<file path="config.mk">
export PLATFORM = sky130hd
export DESIGN_NAME = bjack_autoplayer
export DESIGN_NICKNAME = d
export VERILOG_FILES = /design/src/rtl/bjack_pkg.sv /design/src/rtl/bjack_score_conv.sv /design/src/rtl/bjack_autoplayer.sv
export SDC_FILE = /design/constraint.sdc
export NUM_CORES = 1
export LEC_CHECK = 0
export BUFFER_PORTS_ARGS = -buffer_cell sky130_fd_sc_hd__buf_4
export CAP_MARGIN = 25
export CORE_MARGIN = 2
export CORE_UTILIZATION = 30
export CTS_BUF_LIST = sky130_fd_sc_hd__clkbuf_4
export CTS_CLUSTER_SIZE = 40
export DETAILED_ROUTE_END_ITERATION = 8
export PLACE_DENSITY_LB_ADDON = 0.15
export SYNTH_ARGS = -nofsm -noshare
export SYNTH_HDL_FRONTEND = slang
export SYNTH_SLANG_ARGS = --single-unit
</file>
<file path="constraint.sdc">
create_clock -name SYS_CLK -period 2.3 [get_ports SYS_CLK]
set_input_delay 0.115 -clock SYS_CLK [delete_from_list [all_inputs] [get_ports SYS_CLK]]
set_output_delay 0.115 -clock SYS_CLK [all_outputs]
set_load 0.01 [all_outputs]
</file>
<file path="src/rtl/bjack_pkg.sv">
// bjack_pkg: state encoding, game constants and the BCD score helper shared by the autoplayer.
package bjack_pkg;
    typedef enum logic [2:0] {IDLE, STRT, SETTLE, EVAL, PRESS, GAP, ENDG, FIN} state_t;
    typedef enum logic [1:0] {END_BUST, END_HOLD, END_STAND} end_t;
    localparam int BJ_LIMIT = 21;
    localparam int BJ_DEALER_HOLD = 17;
    function automatic logic [5:0] bcd_to_bin(input logic [1:0] tens, input logic [3:0] units);
        return 6'(tens) * 6'd10 + 6'(units);
    endfunction
endpackage

</file>
<file path="src/rtl/bjack_score_conv.sv">
// bjack_score_conv: game score digits to a 6-bit binary score, flagging a non-BCD units digit.
module bjack_score_conv
    import bjack_pkg::*;
(
    input  logic [1:0] d_h,
    input  logic [3:0] d_l,
    output logic [5:0] score,
    output logic       invalid
);
    assign score = bcd_to_bin(d_h, d_l);
    assign invalid = d_l > 4'd9;
endmodule

</file>
<file path="src/rtl/bjack_autoplayer.sv">
// bjack_autoplayer: plays V_BJACK through its START/NEW_CARD pins, decides when to stand,
// and tallies bust/hold/stand outcomes over a batch of games.
module bjack_autoplayer
    import bjack_pkg::*;
#(
    parameter int START_LEN  = 4,
    parameter int SETTLE_LEN = 8,
    parameter int PRESS_LEN  = 2,
    parameter int GAP_LEN    = 8,
    parameter int STAND_AT   = BJ_DEALER_HOLD,
    parameter int MAX_CARDS  = 8,
    parameter int CNT_W      = 8
) (
    input  logic             SYS_CLK,
    input  logic             SYS_RES_N,
    input  logic             RUN,
    input  logic [7:0]       GAMES,
    input  logic [3:0]       D_L,
    input  logic [1:0]       D_H,
    input  logic             BUST,
    input  logic             HOLD,
    output logic             START,
    output logic             NEW_CARD,
    output logic             BUSY,
    output logic             DONE,
    output logic [CNT_W-1:0] N_BUST,
    output logic [CNT_W-1:0] N_HOLD,
    output logic [CNT_W-1:0] N_STAND,
    output logic             ERR
);
    state_t st, nxt;
    end_t kind;
    logic [7:0] tmr, rem, cards;
    logic [5:0] score;
    logic invalid, stand_now;

    bjack_score_conv u_conv (.d_h(D_H), .d_l(D_L), .score(score), .invalid(invalid));

    // a corrupt units digit is treated as a score high enough to stand
    assign stand_now = invalid || score >= 6'(STAND_AT) || cards == 8'(MAX_CARDS);

    always_comb begin
        nxt = st;
        case (st)
            IDLE:    if (RUN) nxt = (GAMES == 8'd0) ? FIN : STRT;
            STRT:    if (tmr == 8'(START_LEN - 1)) nxt = SETTLE;
            SETTLE:  if (tmr == 8'(SETTLE_LEN - 1)) nxt = EVAL;
            EVAL:    nxt = (BUST || HOLD || stand_now) ? ENDG : PRESS;
            PRESS:   if (tmr == 8'(PRESS_LEN - 1)) nxt = GAP;
            GAP:     if (tmr == 8'(GAP_LEN - 1)) nxt = EVAL;
            ENDG:    nxt = (rem == 8'd1 || !RUN) ? FIN : STRT;
            default: nxt = IDLE;
        endcase
    end

    always_ff @(posedge SYS_CLK or negedge SYS_RES_N) begin
        if (!SYS_RES_N) begin
            st       <= IDLE;
            kind     <= END_STAND;
            tmr      <= '0;
            rem      <= '0;
            cards    <= '0;
            START    <= 1'b1;
            NEW_CARD <= 1'b1;
            BUSY     <= 1'b0;
            DONE     <= 1'b0;
            ERR      <= 1'b0;
            N_BUST   <= '0;
            N_HOLD   <= '0;
            N_STAND  <= '0;
        end else begin
            st       <= nxt;
            tmr      <= (nxt == st) ? tmr + 8'd1 : 8'd0;
            START    <= nxt != STRT;
            NEW_CARD <= nxt != PRESS;
            BUSY     <= !(nxt inside {IDLE, FIN});
            DONE     <= nxt == FIN;
            if (st == IDLE && RUN) begin
                rem     <= GAMES;
                ERR     <= 1'b0;
                N_BUST  <= '0;
                N_HOLD  <= '0;
                N_STAND <= '0;
            end
            if (st == STRT) cards <= '0;
            if (st == PRESS && nxt == GAP) cards <= cards + 8'd1;
            if (st == EVAL) begin
                ERR  <= ERR | invalid;
                kind <= BUST ? END_BUST : HOLD ? END_HOLD : END_STAND;
            end
            // outcome counters stick at full scale instead of wrapping
            if (st == ENDG) begin
                rem <= rem - 8'd1;
                if (kind == END_BUST && N_BUST != '1) N_BUST <= N_BUST + CNT_W'(1);
                if (kind == END_HOLD && N_HOLD != '1) N_HOLD <= N_HOLD + CNT_W'(1);
                if (kind == END_STAND && N_STAND != '1) N_STAND <= N_STAND + CNT_W'(1);
            end
        end
    end
endmodule

</file>
* Word-level counts from Yosys, hierarchy flattened *
Index checks and enable logic that the tools add are counted.

storage, ports and cells
  flip-flop bits (word level) = 58
  input bits = 19
  output and inout bits = 29
  logic and storage cells = 92

cells by class
  add/subtract/negate cells = 7
  multipliers = 1
  $lt $le $gt $ge = 2
  equal/unequal tests = 21
  muxes and demuxes = 26
  bitwise gates (word level) = 1
  reduce and logical (&&, ||, !) cells = 21

operator list
  operator             number
  $mux 8               14
  $add 8x1->8 const B  5
  $ne 8x8->1 const B   3
  $mux 3               6
  $pmux 3 s6           1
  $eq 8x1->1 const B   2
  $eq 3x3->1 const B   5
  $eq 8x2->1 const B   1
  $eq 8x3->1 const B   1
  $eq 8x4->1 const B   1
  $logic_not 8->1      1
  $reduce_bool 2->1    4
  $sub 8x1->8 const B  1
  $add 6x4->6          1
  $eq 3x2->1 const B   2
  $ge 6x5->1 const B   1
  $logic_not 3->1      2
  $mux 2               3
  $logic_and 1x1->1    5
  $logic_or 1x1->1     5
  $mul 2x3->5 const B  1
  $gt 4x4->1 const B   1
  $eq 3x1->1 const B   1
  $eq 3x3->1           1
  other kinds (9)      11

* Logic depth before layout (Yosys ltp) *
Gate-level depths: netlist of run 1.

  word-level depth = 11
  gate-level depth with buffers = 9
  depth with buffers taken out = 9

* Hierarchy *
Synthesis of run 1 repeated with hierarchy kept, for this count alone.

second synthesis, totals
  cells, all modules = 349
  area, all modules = 3323.2 µm²

by module, submodules not included
  module            times used  cells each  area each (µm²)  sequential area each (µm²)
  bjack_autoplayer  1           332         3189.3           1455.1
  bjack_score_conv  1           17          133.9            0.0

* Worst setup path before layout of run 1 *
Ideal clock, no wire load.

  path kind = register -> register
  start = register st[2]
  end = register NEW_CARD
  library setup time = 0.082 ns
  data arrival time = 1.902 ns
  data required time = 2.218 ns
  setup slack = 0.316 ns
  stages on the path, launching flop included = 8
  buffers on the path = 2
  clock period less this slack = 1.984 ns
  cells stage by stage = dfrtp_1 -> buf_6 -> or4b_4 -> buf_6 -> nor4_4 -> a21oi_2 -> and3_4 -> a211o_1

on the way
  word-level cells in the longest chain between the ends = 4
  elaborated cells between the ends (all ways) = 14
  classes of those cells = eq/ne: 7; mux: 5; reduce/logical: 2

ends and longest elaborated chain
  item                                      RTL line                source
  start, declared                           bjack_autoplayer.sv:31  state_t st, nxt;
  start signal, assigned                    bjack_autoplayer.sv:72  st <= nxt;
  $eq 3x3->1 or $eq 3x2->1 (tied branches)  bjack_autoplayer.sv:44  case (st)
  $reduce_or 2->1 (no line)                 n/a
  $pmux 3 s6 *                              bjack_autoplayer.sv:44
  $ne 3x3->1 *                              bjack_autoplayer.sv:75  NEW_CARD <= nxt != PRESS;
  end signal, assigned                      bjack_autoplayer.sv:64  NEW_CARD <= 1'b1;
  end signal, assigned                      bjack_autoplayer.sv:75
  end, declared                             bjack_autoplayer.sv:23  output logic NEW_CARD,

Mark *: on every way between the ends. The rest lies on a longest branch, timed or not.
A chain may end at the register's enable or synchronous reset.

* Final worst setup path of run 1 *
  start = register tmr[4]
  end = register tmr[2]

on the way
  word-level cells in the longest chain between the ends = 5
  elaborated cells between the ends (all ways) = 9
  classes of those cells = eq/ne: 4; mux: 5

ends and longest elaborated chain
  item                                RTL line                                        source
  start, declared                     bjack_autoplayer.sv:33                          logic [7:0] tmr, rem, cards;
  start signal, assigned              bjack_autoplayer.sv:73                          tmr <= (nxt == st) ? tmr + 8'd1 : 8'd0;
  $eq 8x3->1 (tied with other cells)  bjack_autoplayer.sv:47, bjack_autoplayer.sv:50
  $mux 3, on equally long branches    n/a
  $pmux 3 s6 *                        bjack_autoplayer.sv:44
  named net nxt[0]                    bjack_autoplayer.sv:31
  $eq 3x3->1 *                        bjack_autoplayer.sv:73
  $mux 8 *                            bjack_autoplayer.sv:73

The timed path passes the listed nets; every way through them passes the cells marked *.

==> impl_metrics.env, run 1 <==
export IMPL_dp_cells=522
export IMPL_place_congestion=0.799
export IMPL_start_util_pct=31.1
export IMPL_ctsResizeCount=0
export IMPL_gr_usage_all_layers_pct=14.0
export IMPL_postCtsHoldBufs=9
export IMPL_end_kind="flop"
export IMPL_setup_violations_final=0
export IMPL_finalSetupTns_ns=0
export IMPL_multi_input_area_um2=1650
export IMPL_worst_path_buf_inv=0
export IMPL_final_cells=547
export IMPL_syn_nets=373
export IMPL_min_period_over_period_pct=90.7
export IMPL_rsz0062_at_grt="false"
export IMPL_worst_path_stages=6
export IMPL_synth_warnings=0
export IMPL_ff_latch_area_um2=1460
export IMPL_met1_length_um=3640
export IMPL_synth_top_area_cell="dfrtp_1"
export IMPL_cts_setup_buffers=0
export IMPL_critical_path_max_stage_delay_ns=0.57
export IMPL_drive_gt1_share_pct=21.4
export IMPL_cts_tree="done"
export IMPL_numClockSinks=58
export IMPL_met2WireLength_um=3510
export IMPL_syn_to_final_growth_pct=23.2
export IMPL_total_leakage_power_uw=0.00184
export IMPL_cts_max_level=3
export IMPL_wl_met3_um=272
export IMPL_postRouteAntennaNets=0
export IMPL_fin_skew_ns=0.0223
export IMPL_synth_seq_cells=58
export IMPL_post_route_min_period_ns=2.09
export IMPL_async_flop_share_pct=100
export IMPL_arrival_ns=2.41
export IMPL_power_density_nw_per_um2=867
export IMPL_clockBufferDepth=2
export IMPL_dr_pass1_iters=4
export IMPL_min_path_cells=3
export IMPL_grt_overflow=0
export IMPL_status="complete, no violations"
export IMPL_wl_um=7520
export IMPL_cp_slowest_cell="or4_4"
export IMPL_critPathLaunchType="flop"
export IMPL_ys_top_cells_by_area="dfrtp_1 (43%), ha_1 (4.7%), nand2_1 (4.1%)"
export IMPL_slew_headroom_pct=49.4
export IMPL_critical_path_top_delay_family="simple AND/OR/NAND/NOR gates"
export IMPL_yosysTopAreaCellShare_pct=42.7
export IMPL_nNetsFinal=438
export IMPL_top_layer_used="met4"
export IMPL_min_path_type="input port to flop"
export IMPL_drt_iter0_drc=72
export IMPL_syn_area_per_cell_um2=9.46
export IMPL_slew_viol_final=0
export IMPL_grt_max_degree=59
export IMPL_die_y_um=108
export IMPL_viasPerCell=4.91
export IMPL_cts_root_buffer="clkbuf_4"
export IMPL_synth_cell_type_count=64
export IMPL_worstSkewPairLatency_ns=0.41
export IMPL_hold_violations=0
export IMPL_maxCapViolations=0
export IMPL_cp_max_fo=8
export IMPL_antenna_found_initial=0
export IMPL_vias=2684
export IMPL_path_clk_slew_ns=0.10
export IMPL_row_count=37
export IMPL_avgRoutedWirePerCell_um=13.8
export IMPL_die_area_um2=11600
export IMPL_synth_edff_count=0
export IMPL_worst_ep_required_time_ns=2.62
export IMPL_fillerInstances=1066
export IMPL_grt_pass1_wl_um=12700
export IMPL_grt_pass1_vias=2572
export IMPL_post_route_util_pct=38.3
export IMPL_vdd_drop_max_mv=0.353
export IMPL_clock_fmax_mhz=479
export IMPL_ys_seq_area_share_pct=45.1
export IMPL_r2r_cells=6
export IMPL_die_width_um=108
export IMPL_drc_errors=0
export IMPL_synth_main_ff_cell="dfrtp_1"
export IMPL_n_antenna_cell=0
export IMPL_port_buffers=47
export IMPL_syn_inst=341
export IMPL_core_um2=10400
export IMPL_place_hpwl_um=5320
export IMPL_cts_made_buffers=9
export IMPL_path_cells="or4_4 -> nor4b_2 -> o211ai_2 -> xnor2_1 -> nand3b_2 -> nor2_1"
export IMPL_tightestPinTransition_ns=0.760
export IMPL_critPathKind="flop to flop"
export IMPL_ios=48
export IMPL_syn_area_um2=3220
-- report_power, final --
group / internal, uW / leakage (uW) / switching [uW]
sequential: 1240 / 0.000765 / 241
combinational: 573 / 0.00102 / 755
clock: 217 / 0.0000593 / 413
total: 2030 / 0.00184 / 1410
-- logic make-up after synthesis --
group | share of synthesized area [%]
compound gates | 12.5
mux | 3.45
flops | 45.1
fa+ha+maj | 5.28
xor+xnor | 4.62
buf+inv | 4.00
simple gates | 25.1
-- area by class of cell --
cell class / instances / share of cell area (%)
multi-input combinational: 253 / 41.5
sequential: 58 / 36.6
timing repair buffer: 66 / 13.0
tap: 136 / 4.28
clock buffer: 9 / 1.70
inverter: 18 / 1.70
clock inverter: 7 / 1.17
-- cells in the mapped netlist, types with 6 or more instances --
master    number
nand4_1       12
xnor2_1        6
and3_1        10
nor2_1        34
clkbuf_1       7
a21oi_1        7
ha_1          12
o21ai_1       10
nand2_1       35
inv_1         17
o21ai_0       16
dfrtp_1       55
xor2_1        11
nand3_1       23
mux2i_1       10
-- worst paths after layout --
kind                             end      start  slack [ns]
hold reg to reg             cards[7]   cards[7]        0.49
setup / recovery              tmr[2]     tmr[4]        0.21
min in group asynchronous  N_HOLD[4]  SYS_RES_N        0.29
setup reg to reg              tmr[2]     tmr[4]        0.21
hold / removal                rem[7]   GAMES[7]        0.05
max in group asynchronous     tmr[3]  SYS_RES_N        1.47
-- sequential cells by signal (all words and copies together) (netlist names) --
register	cells
N_BUST	8
N_HOLD	8
N_STAND	8
cards	8
rem	8
tmr	8
st	3
kind	2
BUSY	1
DONE	1
ERR	1
NEW_CARD	1
START	1
-- cell usage in the layout, fill, tap and decap left out, drive strengths merged, types with 3 or more instances in the layout --
cell type     n
o21ai        26
inv          18
nand2b        4
mux2i        10
xnor2         6
o22ai         3
nor2         35
nand3        23
and3         11
buf          57
xor2         11
nand4        12
nor4          3
clkbuf        9
dfstp         3
nand3b        3
nor3          4
dlygate4sd3   9
o211ai        3
clkinv        5
or4           3
a21oi         8
ha           12
nand2        35
nor2b         4
dfrtp        55
-- per-layer routing --
metal	up-vias	track usage [%]
met5	-	0
met4	0	4.76
met3	10	3.81
met2	41	22.0
met1	1281	18.6
li1	1352	-
-- worst min-delay path: stages --
cell and delay [ns]:
buf_4 0.09, o21ai_0 0.08, a21oi_1 0.12
-- per-stage QoR --
step / cell area (um^2) / power [uW] / hold slack [ns] / setup slack, ns
after floorplan: 3220 / 2360 / -0.181 / 0.316
after global placement: 3770 / 2820 / 0.245 / 0.251
after detailed placement: 3770 / 2830 / 0.249 / 0.227
after CTS: 3970 / 3500 / 0.0224 / 0.207
after global routing: 3970 / 3750 / 0.0517 / 0.0626
final: 3970 / 3440 / 0.0504 / 0.213
No activity file was read; power rests on OpenSTA's default activity.
==> run 2, diff against run 1 <==
--- a/config.mk
+++ b/config.mk
@@ -15,4 +15,5 @@
 export PLACE_DENSITY_LB_ADDON = 0.15
 export SYNTH_ARGS = -nofsm -noshare
 export SYNTH_HDL_FRONTEND = slang
+export SYNTH_HIERARCHICAL = 1
 export SYNTH_SLANG_ARGS = --single-unit
==> run 2 against run 1 <==
Flip-flop and latch count unchanged. Critical path type unchanged. Via count increased by 2.8%. First-iteration DRC count increased by 74%. Non-clock buffer count increased by 1. Critical endpoint is now N_BUST[5].
==> impl_metrics.env, run 2 <==
export IMPL_status="complete, no violations"
export IMPL_syn_inst=349
export IMPL_grt_pass1_wl_um=13800
export IMPL_wl_um=7660
export IMPL_core_um2=10800
export IMPL_pre_cts_slack_ns=0.202
export IMPL_place_hpwl_um=5530
export IMPL_path_cells="ha_1 -> and3_1 -> a2111oi_4 -> nand4_1 -> o211ai_1 -> o31ai_1"
export IMPL_nNetsFinal=447
export IMPL_viasPerCell=4.93
export IMPL_synth_edff_count=0
export IMPL_die_y_um=109
export IMPL_ys_seq_area_share_pct=43.8
export IMPL_critPathLaunchType="flop"
export IMPL_finalPower_uw=3570
export IMPL_end_kind="flop"
export IMPL_syn_area_per_cell_um2=9.52
export IMPL_hold_violations=0
export IMPL_ios=48
export IMPL_drive_gt1_share_pct=21.2
export IMPL_arrival_ns=2.29
export IMPL_ff_latch_area_um2=1460
export IMPL_rsz0062_at_grt="false"
export IMPL_synthTopCellsByCount="dfrtp_1 (55), nand2_1 (35), nor2_1 (30)"
export IMPL_critical_path_max_stage_delay_ns=0.48
export IMPL_start_util_pct=30.7
export IMPL_die_area_um2=11900
export IMPL_n_antenna_cell=0
export IMPL_synth_warnings=6
export IMPL_fillerInstances=1130
export IMPL_power_density_nw_per_um2=868
export IMPL_worstSkewPairLatency_ns=0.39
export IMPL_cp_slowest_cell="a2111oi_4"
export IMPL_cts_root_buffer="clkbuf_4"
export IMPL_cp_max_fo=6
export IMPL_cts_setup_buffers=0
export IMPL_final_common_cell="buf_4"
export IMPL_worst_ep_required_time_ns=2.59
export IMPL_dr_pass1_iters=4
export IMPL_synth_cell_type_count=63
export IMPL_die_width_um=109
export IMPL_total_leakage_power_uw=0.00186
export IMPL_grt_overflow=0
export IMPL_cts_tree="done"
export IMPL_slew_headroom_pct=48.8
export IMPL_drc_errors=0
export IMPL_dp_cells=533
export IMPL_fin_ws_ns=0.298
export IMPL_multi_input_area_um2=1710
export IMPL_fin_skew_ns=0.0175
export IMPL_grt_pass1_vias=2822
export IMPL_drt_iter0_drc=125
export IMPL_yosysTopAreaCellShare_pct=41.4
export IMPL_vdd_drop_max_mv=0.348
export IMPL_syn_to_final_growth_pct=23.9
export IMPL_port_buffers=47
export IMPL_final_cells=560
export IMPL_setup_violations_final=0
export IMPL_yosysMostFrequentCell="dfrtp_1"
export IMPL_synth_top_area_cell="dfrtp_1"
export IMPL_row_count=38
export IMPL_min_period_over_period_pct=87.0
export IMPL_tightestPinTransition_ns=0.769
export IMPL_synth_main_ff_cell="dfrtp_1"
export IMPL_cts_made_buffers=9
export IMPL_critPathKind="flop to flop"
export IMPL_antenna_found_initial=0
export IMPL_mostFrequentLayoutCells="buf_4 (56), dfrtp_1 (55), nand2_1 (35), nor2_1 (30)"
export IMPL_finalSetupTns_ns=0
export IMPL_vias=2758
export IMPL_avgRoutedWirePerCell_um=13.7
export IMPL_clockBufferDepth=2
export IMPL_place_congestion=0.765
export IMPL_numClockSinks=58
export IMPL_maxCapViolations=0
export IMPL_slew_viol_final=0
export IMPL_min_path_type="input port to flop"
export IMPL_post_route_min_period_ns=2.00
export IMPL_syn_area_um2=3320
export IMPL_ys_top_cells_by_area="dfrtp_1 (41%), ha_1 (4.5%), nand2_1 (4.0%)"
export IMPL_clock_fmax_mhz=500
export IMPL_cts_max_level=3
export IMPL_synth_seq_cells=58
export IMPL_path_clk_slew_ns=0.12
export IMPL_grt_max_degree=59
export IMPL_syn_nets=381
export IMPL_postRouteAntennaNets=0
export IMPL_async_flop_share_pct=100
export IMPL_gr_usage_all_layers_pct=14.7
## run 2: cell types whose count changed in the layout (fill, tap and decap cells not counted), moves of 3 or more
cell / change
nor3_2: +3
o21a_1: +3
o21ai_1: -9
nor2_1: -4
o2111ai_1: +3
and3_1: -5
xor2_1: -4
inv_1: +8
o22ai_1: -3
a21oi_1: +6
o21ai_0: +3
## run 2: worst max-delay path: cells and delay by family, from the launching register on
kind	cells	cell delay, ns
AO/OA/AOI/OAI	3	0.78
flip-flops	1	0.45
AND/OR/NAND/NOR	2	0.43
adder cells (fa/ha/maj)	1	0.25
## run 2: final timing paths
check,slack (ns),depth (start not counted),endpoint,startpoint
max,0.30,6,N_BUST[5],N_BUST[0]
min,0.08,3,rem[6],GAMES[6]
max reg2reg,0.30,6,N_BUST[5],N_BUST[0]
min reg2reg,0.51,1,N_BUST[6],N_BUST[6]
max in group asynchronous,1.45,2,rem[7],SYS_RES_N
min in group asynchronous,0.32,2,N_HOLD[3],SYS_RES_N
## run 2: per-stage QoR
| stage | hold WS, ns | utilization [%] | area [um^2] |
|---|---|---|---|
| after global routing | 0.0455 | 38.0 | 4120 |
| after detailed placement | 0.254 | 35.6 | 3860 |
| after CTS | 0.0196 | 38.0 | 4120 |
| final | 0.0757 | 38.0 | 4120 |
| after floorplan | -0.181 | - | 3320 |
| after global placement | 0.250 | 35.6 | 3860 |
## run 2: repair_timing
item | in CTS | in global routing
gates resized for setup | 0 | 0
hold endpoints to repair | 64 | 0
hold buffers | 11 | 0
## run 2: cells by family (layout without fill, tap and decap cells)
kind of cell,count (synthesis),after routing,synth area share [%]
xor gates and xnor gates,14,14,3.69
DFF,58,58,43.8
muxes,11,11,3.31
adders and majority gates,13,13,5.12
and+or+nand+nor,146,146,23.8
AOI/OAI and AO/OA,70,70,15.6
buffers and inverters,37,108,4.71
## run 2: report_power, final
part / total [uW] / internal [uW] / switching [uW]
combinational: 1270 / 555 / 712
clock: 821 / 429 / 392
sequential: 1480 / 1220 / 266
## run 2: final cells by class
type	instances	area share (%)
multi-input combinational	254	41.6
sequential	58	35.3
timing repair buffer	67	12.9
tap	140	4.25
inverter	25	2.28
clock inverter	7	2.04
clock buffer	9	1.64
## run 2: per-layer routing
metal	vias up	wire, um	GRT usage, %
met5	-	0	0
met4	0	50	3.25
met3	4	242	4.24
met2	32	3840	25.5
met1	1330	3530	18.0
li1	1392	-	-
==> run 3, diff against run 2 <==
--- a/config.mk
+++ b/config.mk
@@ -7,6 +7,7 @@
 export LEC_CHECK = 0
 export BUFFER_PORTS_ARGS = -buffer_cell sky130_fd_sc_hd__buf_4
 export CAP_MARGIN = 25
+export CORE_ASPECT_RATIO = 1.2
 export CORE_MARGIN = 2
 export CORE_UTILIZATION = 30
 export CTS_BUF_LIST = sky130_fd_sc_hd__clkbuf_4
==> run 3 against run 2 <==
Flip-flop and latch count stayed put. Largest cell class unchanged. Clock power shrank 25%. Routed wire length up 2.2%. Sequential power down 3%. First-iteration DRC count is 30% lower. Power decreased by 5.7%. Hold slack better by 0.021 ns.
==> impl_metrics.env, run 3 (synthesis results as in run 2) <==
export IMPL_status="complete, no violations"
export IMPL_r2r_cells=6
export IMPL_cp_max_fo=6
export IMPL_wl_um=7840
export IMPL_dr_pass1_iters=4
export IMPL_path_cells="ha_1 -> and3_1 -> a2111oi_4 -> nand4_1 -> o211ai_1 -> o31ai_1"
export IMPL_die_y_um=119
export IMPL_post_route_min_period_ns=2.01
export IMPL_vias=2813
export IMPL_hold_violations=0
export IMPL_grt_pass1_wl_um=13800
export IMPL_reg2reg_to="N_BUST[5]"
export IMPL_grt_max_degree=59
export IMPL_numClockSinks=58
export IMPL_setup_violations_final=0
export IMPL_final_cells=552
export IMPL_finalSetupTns_ns=0
export IMPL_tightestPinTransition_ns=0.771
export IMPL_cts_max_level=3
export IMPL_drive_gt1_share_pct=21.0
export IMPL_end_kind="flop"
export IMPL_nNetsFinal=447
export IMPL_path_clk_slew_ns=0.11
export IMPL_reg2reg_slack_ns=0.29
export IMPL_postRouteAntennaNets=0
export IMPL_fin_skew_ns=0.0118
export IMPL_critPathLaunchType="flop"
export IMPL_viasPerCell=5.10
export IMPL_dp_cells=524
export IMPL_grt_overflow=0
export IMPL_power_density_nw_per_um2=829
export IMPL_place_area_um2=3840
export IMPL_holdWs_ns=0.0963
export IMPL_avgRoutedWirePerCell_um=14.2
export IMPL_start_util_pct=30.4
export IMPL_cts_made_buffers=9
export IMPL_antenna_found_initial=0
export IMPL_clockBufferDepth=2
export IMPL_cp_slowest_cell="a2111oi_4"
export IMPL_min_path_type="input port to flop"
export IMPL_place_congestion=0.822
export IMPL_n_antenna_cell=0
export IMPL_die_area_um2=11900
export IMPL_hold_path_startpoint="RUN"
export IMPL_grt_pass1_vias=2872
export IMPL_row_count=42
export IMPL_final_area_um2=4060
export IMPL_gr_usage_all_layers_pct=14.4
export IMPL_critPathKind="flop to flop"
export IMPL_critical_path_max_stage_delay_ns=0.48
export IMPL_mostFrequentLayoutCells="dfrtp_1 (55), buf_4 (55), nand2_1 (35), nor2_1 (30)"
export IMPL_drt_iter0_drc=88
export IMPL_worst_ep_required_time_ns=2.59
export IMPL_port_buffers=47
export IMPL_rr_startpoint="N_BUST[0]"
export IMPL_total_leakage_power_uw=0.00185
export IMPL_clock_fmax_mhz=497
export IMPL_cts_root_buffer="clkbuf_4"
export IMPL_die_width_um=100
export IMPL_drc_errors=0
export IMPL_min_to="ERR"
export IMPL_vdd_drop_max_mv=0.370
export IMPL_arrival_ns=2.31
export IMPL_worstSkewPairLatency_ns=0.41
export IMPL_core_um2=10900
export IMPL_slew_viol_final=0
export IMPL_rsz0062_at_grt="false"
export IMPL_min_period_over_period_pct=87.5
export IMPL_slew_headroom_pct=48.6
export IMPL_maxCapViolations=0
export IMPL_ios=48
export IMPL_syn_to_final_growth_pct=22.3
export IMPL_min_path_cells=4
export IMPL_ctsResizeCount=0
export IMPL_place_hpwl_um=5650
export IMPL_cts_tree="done"
-- run 3: layer usage --
metal  vias up  global-route usage [%]  wire length, um
li1       1394                       -                -
met1      1344                    18.2             3510
met2        62                    23.9             3880
met3        13                    2.93              301
met5         -                       0                0
met4         0                    5.57              139
-- run 3: final cells by class --
| type | instances | area (um^2) |
|---|---|---|
| Clock buffer | 11 | 82.6 |
| Clock inverter | 5 | 21.3 |
| Fill cell | 1142 | 6870 |
| Inverter | 25 | 93.8 |
| Multi-Input combinational cell | 254 | 1710 |
| Sequential cell | 58 | 1460 |
| Tap cell | 132 | 165 |
| Timing Repair Buffer | 67 | 533 |
-- run 3: metrics by stage --
step	setup slack, ns	utilization, %	power [uW]
2_1_floorplan	0.404	-	2360
3_3_place_gp	0.107	35.1	2750
3_5_place_dp	0.0503	35.1	2760
4_1_cts	0.272	37.2	3420
5_1_grt	0.103	37.2	3650
6_report	0.288	37.2	3370
-- run 3: how the worst max path moves through the flow --
stage / end / startpoint / slack [ns] / depth (start not counted)
after floorplan: N_BUST[5] / N_BUST[0] / 0.40 / 6
after global placement: START / D_H[0] / 0.11 / 10
after detailed placement: START / D_H[0] / 0.05 / 10
after CTS: N_BUST[5] / N_BUST[0] / 0.27 / 6
after global routing: N_BUST[5] / N_BUST[0] / 0.10 / 6
final: N_BUST[5] / N_BUST[0] / 0.29 / 6
-- run 3: critical path, delay by kind of cell (launching register included) --
family / cells / cell delay [ns]
AOI/OAI and AO/OA: 3 / 0.78
DFF: 1 / 0.45
adders and majority gates: 1 / 0.25
and+or+nand+nor: 2 / 0.43
-- run 3: what timing repair did --
item	in CTS	in global routing
setup buffers	0	0
hold buffers	12	0
endpoints found under the hold margin	65	0
-- run 3: where the power goes --
part	internal [uW]	total, uW	switching [uW]
Clock	233	612	379
Combinational	554	1310	760
Sequential	1220	1440	224
Total	2010	3370	1360
